===== config.mk =====
export PLATFORM = sky130hd
export DESIGN_NAME = vote_session_ctrl
export DESIGN_NICKNAME = d
export VERILOG_FILES = /design/src/rtl/vote_session_ctrl.sv
export SDC_FILE = /design/constraint.sdc
export NUM_CORES = 1
export LEC_CHECK = 0
export BUFFER_PORTS_ARGS = -buffer_cell sky130_fd_sc_hd__buf_2
export CAP_MARGIN = 20
export CORE_AREA = 2 2 73 75
export DETAILED_ROUTE_END_ITERATION = 10
export DIE_AREA = 0 0 75 77
export PLACE_DENSITY = 0.74
export SLEW_MARGIN = 20
export SYNTH_ARGS = -nofsm -noshare
export SYNTH_HDL_FRONTEND = slang
export SYNTH_SLANG_ARGS = --single-unit

===== constraint.sdc =====
create_clock -name clk -period 2.23 [get_ports clk]
set_clock_uncertainty 0.1 [all_clocks]
set_input_delay 0.223 -clock clk [delete_from_list [all_inputs] [get_ports clk]]
set_output_delay 0.223 -clock clk [all_outputs]
set_load 0.03 [all_outputs]

===== src/rtl/vote_session_ctrl.sv =====
// Three-judge majority-vote session controller: it arms a timed voting window on the
// start key, latches one sticky vote per judge, tallies 2-of-3 and holds the result on the LEDs.
module vote_session_ctrl #(
  parameter int WINDOW_CYCLES = 60_000_000,
  parameter int SHOW_CYCLES   = 36_000_000
) (
  input  logic       clk,
  input  logic       rst,
  input  logic       key_start,
  input  logic [2:0] key_vote,
  output logic [2:0] num_led,
  output logic       result_led,
  output logic [1:0] vote_cnt,
  output logic       busy,
  output logic       done
);

  localparam int MAX_CYCLES = (WINDOW_CYCLES > SHOW_CYCLES) ? WINDOW_CYCLES : SHOW_CYCLES;
  localparam int TW = $clog2(MAX_CYCLES + 1);
  localparam logic [TW-1:0] WIN_LOAD  = TW'(WINDOW_CYCLES - 1);
  localparam logic [TW-1:0] SHOW_LOAD = TW'(SHOW_CYCLES - 1);

  localparam logic [1:0] S_IDLE  = 2'd0;
  localparam logic [1:0] S_VOTE  = 2'd1;
  localparam logic [1:0] S_TALLY = 2'd2;
  localparam logic [1:0] S_SHOW  = 2'd3;

  logic [1:0]    r_state;
  logic [TW-1:0] r_timer;
  logic [2:0]    r_vote;
  logic          r_pass;
  logic [1:0]    r_cnt;
  logic          r_busy;
  logic          r_done;
  logic [2:0]    r_num_led;

  logic          r_start_s1, r_start_s2, r_start_h;
  logic [2:0]    r_vote_s1, r_vote_s2, r_vote_h;

  logic          w_start_ev;
  logic [2:0]    w_vote_ev;
  logic [2:0]    w_vote_acc;
  logic [1:0]    w_tally;

  function automatic logic [1:0] f_popcnt(input logic [2:0] v);
    return {1'b0, v[0]} + {1'b0, v[1]} + {1'b0, v[2]};
  endfunction

  // Keys are active-low: a press is a synchronized high-to-low edge.
  assign w_start_ev = r_start_h & ~r_start_s2;
  assign w_vote_ev  = r_vote_h & ~r_vote_s2;
  assign w_vote_acc = r_vote | w_vote_ev;
  assign w_tally    = f_popcnt(r_vote);

  always_ff @(posedge clk or posedge rst) begin
    if (rst) begin
      r_start_s1 <= 1'b1;
      r_start_s2 <= 1'b1;
      r_start_h  <= 1'b1;
      r_vote_s1  <= 3'b111;
      r_vote_s2  <= 3'b111;
      r_vote_h   <= 3'b111;
      r_state    <= S_IDLE;
      r_timer    <= '0;
      r_vote     <= 3'b000;
      r_pass     <= 1'b0;
      r_cnt      <= 2'd0;
      r_busy     <= 1'b0;
      r_done     <= 1'b0;
      r_num_led  <= 3'b111;
    end else begin
      r_start_s1 <= key_start;
      r_start_s2 <= r_start_s1;
      r_start_h  <= r_start_s2;
      r_vote_s1  <= key_vote;
      r_vote_s2  <= r_vote_s1;
      r_vote_h   <= r_vote_s2;
      r_done     <= 1'b0;

      if ((r_state == S_IDLE || r_state == S_SHOW) && w_start_ev) begin
        r_state   <= S_VOTE;
        r_timer   <= WIN_LOAD;
        r_vote    <= 3'b000;
        r_cnt     <= 2'd0;
        r_pass    <= 1'b0;
        r_busy    <= 1'b1;
        r_num_led <= 3'b111;
      end else begin
        case (r_state)
          S_VOTE: begin
            r_vote <= w_vote_acc;
            r_cnt  <= f_popcnt(w_vote_acc);
            // Early close looks at the registered votes, so it lands one cycle after the third vote.
            if (r_timer == '0 || &r_vote) begin
              r_state <= S_TALLY;
            end else begin
              r_timer <= r_timer - TW'(1);
            end
          end
          S_TALLY: begin
            r_cnt     <= w_tally;
            r_pass    <= (w_tally >= 2'd2);
            r_done    <= 1'b1;
            r_busy    <= 1'b0;
            r_timer   <= SHOW_LOAD;
            r_num_led <= ~r_vote;
            r_state   <= S_SHOW;
          end
          S_SHOW: begin
            if (r_timer == '0) begin
              r_state   <= S_IDLE;
              r_pass    <= 1'b0;
              r_num_led <= 3'b111;
            end else begin
              r_timer <= r_timer - TW'(1);
            end
          end
          default: begin
            r_state <= S_IDLE;
          end
        endcase
      end
    end
  end

  assign num_led    = r_num_led;
  assign result_led = ~r_pass;
  assign vote_cnt   = r_cnt;
  assign busy       = r_busy;
  assign done       = r_done;

endmodule


==> reports/results.ini <==
[run_status]
status = finished with violations
violations = negative setup slack

[power_and_ir_drop]
p_total_mw = 4.55
vdd_drop_max_mv = 0.661
seqPwrFrac_pct = 30.4
pwr-share-clk_pct = 12.2
leakagePower_nw = 1.45
pwr-share-comb_pct = 57.4
power.switching_mw = 2.02
cellPowerDensity_nw_per_um2 = 1310
netSwitchingFraction_pct = 44.3
p_int_mw = 2.54

[clock_tree]
clk_pin_slew_ps = 100
cts_tree = yes
htreeDepth = 2
cts_root_buffer = clkbuf_8
clk_latency_ps = 320
clk_path_buf_depth = 2
numCtsBuffers = 5
cts_sinks = 51

[logic_synthesis]
ys_async_sr_fraction_pct = 100
synth_edf_count = 0
synth_ff_type = dfrtp_1
yosysWarnings = 0
syn_nets = 282
yosys.area.top_type = dfrtp_1
ys_seq_elements = 51
synth_top_cells_by_area = dfrtp_1, dfstp_2, nor2_1
syn_avg_cell_area_um2 = 9.86
ys_seq_area_share_pct = 48.6
ys_types = 58
synth_area_um2 = 2660
yosys.area.top_type_share_pct = 33.8
synth_common_cells = dfrtp_1, nor2_1, a21oi_1, dfstp_2, nand2_1
synth_most_common_cell = dfrtp_1
syn_inst = 270

[setup_path]
critPathKind = reg -> reg
cp.arrival_ps = 2390
r2r_start = r_timer[24]
rr_endpoint = r_timer[13]
r2r_cells = 6
start_kind = flip-flop
crit_buf_inv = 1
reg2reg_slack_ps = -60
crit_family = simple AND/OR/NAND/NOR gates
path_max_fanout = 6
slowest_delay_ps = 560
cp.required_ps = 2340
crit_start = r_timer[24]
worstSetupEndpointType = flip-flop
slowest_stage = or4_4
critical_path.cell_chain = or4_4 > nor4_4 > buf_4 > a211o_4 > nor2_4 > a32o_1

[placed_design]
dp_hpwl_mm = 4.66
globalplace.congestion = 0.871
port_buffers = 13
place_ws_ps = -97.8

[routing]
via_count = 2426
ant_nets = 0
finalWirelength_mm = 6.94
post_drt_wl_per_cell_um = 17.1
drtIter0Drc = 209
drc_errors = 0
viasPerCell = 5.98
firstDrtPassIters = 5

[global_routing]
antenna_found_initial = 0
grt-ovfl-total = 0
grt_pass1_wl_mm = 10.9
grt_max_degree = 28
met2_usage_pct = 38.7
gr-max-usage-layer = met2
grtUsageTotal_pct = 24.8
gr-usage-met1_pct = 34.5
grt_use_met3_pct = 4.86
grt_pass1_vias = 2255

[floorplanning]
fp.dieArea_um2 = 5780
start_util_pct = 53.5
core_area_um2 = 4980
die_height_um = 77
io_pins = 14
rows = 26
die_w_um = 75

[timing]
min_period_ps = 2290
tightest_slew_ps = 544
fin_hold_ws_ps = 262
fin_crit_sh_pct = 103
finalSetupViolations = 9
fmax_mhz = 437
maxSlewHeadroom_pct = 63.7
drv_slew = 0
rsz0062_at_grt = yes
hold_viol = 0
setup_ws_ps = -58.3

[layout]
diodes = 0
drive_above_1_share_pct = 37.8
nets = 347
area_growth_pct = 30.2

[job]
cap_violations = 0

[hold_path]
holdPathEnd = r_vote_s2[0]
whs_path_depth = 0
hold_path.class = reg -> reg
hold_path_startpoint = r_vote_s1[0]

==> power groups by stage <==
stage	clock (mW)	combinational, mW	sequential [mW]
2_1_floorplan	0	1.29	1.47
3_3_place_gp	0	2.21	1.37
3_5_place_dp	0	2.26	1.38
4_1_cts	0.569	2.35	1.37
5_1_grt	0.601	2.83	1.40
6_report	0.555	2.62	1.38
==> worst register-to-register path, delay by kind of cell, from the launching register on <==
kind,cells,cell delay (ps)
buffers and inverters,1,200
flip-flops,1,390
AND/OR/NAND/NOR,3,1030
AO/OA/AOI/OAI,2,440
==> cell type report <==
cell class | instances | area, µm²
fill | 364 | 1510
timing repair buffer | 73 | 561
clock buffer | 5 | 68.8
clock inverter | 3 | 22.5
inverter | 12 | 45.0
multi-input combinational | 192 | 1390
sequential | 51 | 1300
tap | 70 | 87.6
==> how the worst max path moves through the flow <==
stage / to / cells past startpoint
global placement: r_timer[9] / 7
finish: r_timer[13] / 6
global route: r_timer[11] / 7
CTS: r_timer[16] / 7
floorplan: r_timer[16] / 8
detailed placement: r_timer[20] / 8
==> sequential cells by signal (all words and copies together), names as in the netlist <==
| signal | flops |
|---|---|
| r_start_s2 | 1 |
| r_timer | 26 |
| vote_cnt | 2 |
| r_vote_s1 | 3 |
| r_state | 2 |
| r_vote_s2 | 3 |
| r_vote | 3 |
| num_led | 3 |
| r_start_h | 1 |
| r_pass | 1 |
| busy | 1 |
| r_vote_h | 3 |
| done | 1 |
| r_start_s1 | 1 |
==> kinds of logic (layout without fill, tap and decap cells) <==
group / Yosys count / count (layout) / share of synthesized area [%]
multiplexers: 2 / 2 / 0.752
flip-flops: 51 / 51 / 48.6
buffers and inverters: 28 / 93 / 5.03
adder cells (fa/ha/maj): 6 / 6 / 3.38
AO/OA/AOI/OAI: 84 / 85 / 21.7
AND/OR/NAND/NOR: 99 / 99 / 20.5
==> cell usage in the layout, fill, tap and decap left out, drive strengths merged, types with 3 or more instances in the layout <==
cell / count
a211oi: 7
a32oi: 3
o211ai: 7
a21o: 5
nand2: 14
nor2: 35
nand3: 8
inv: 13
nor4: 5
clkbuf: 5
o21ai: 19
or3: 3
nor3b: 3
nor3: 11
ha: 4
dfrtp: 36
buf: 68
a311oi: 3
dfstp: 15
dlygate4sd3: 5
a31oi: 6
a21oi: 19
nand4: 3
==> metal layers <==
metal,wire (µm),vias up
li1,-,1122
met1,3100,1210
met2,3380,83
met3,344,11
met4,116,0
met5,0,-
==> what timing repair did <==
item                       in CTS  in global routing
hold endpoints to repair       19                  0
gates cloned                    0                  1
hold buffers                    5                  0
setup endpoints to repair      10                 28
pin swaps                       4                 14
resized for setup               8                 23
setup buffers                   1                  8
==> per-stage QoR <==
step | instances | util, % | TNS [ps] | cell area [µm²]
after floorplan | 270 | - | 0 | 2660
after CTS | 397 | 65.8 | -18.4 | 3270
final | 406 | 69.7 | -242 | 3470
after detailed placement | 383 | 62.0 | -297 | 3080
after global placement | 383 | 62.0 | -116 | 3080
after global routing | 406 | 69.7 | -1390 | 3470
Power figures use the tool's default switching activity.
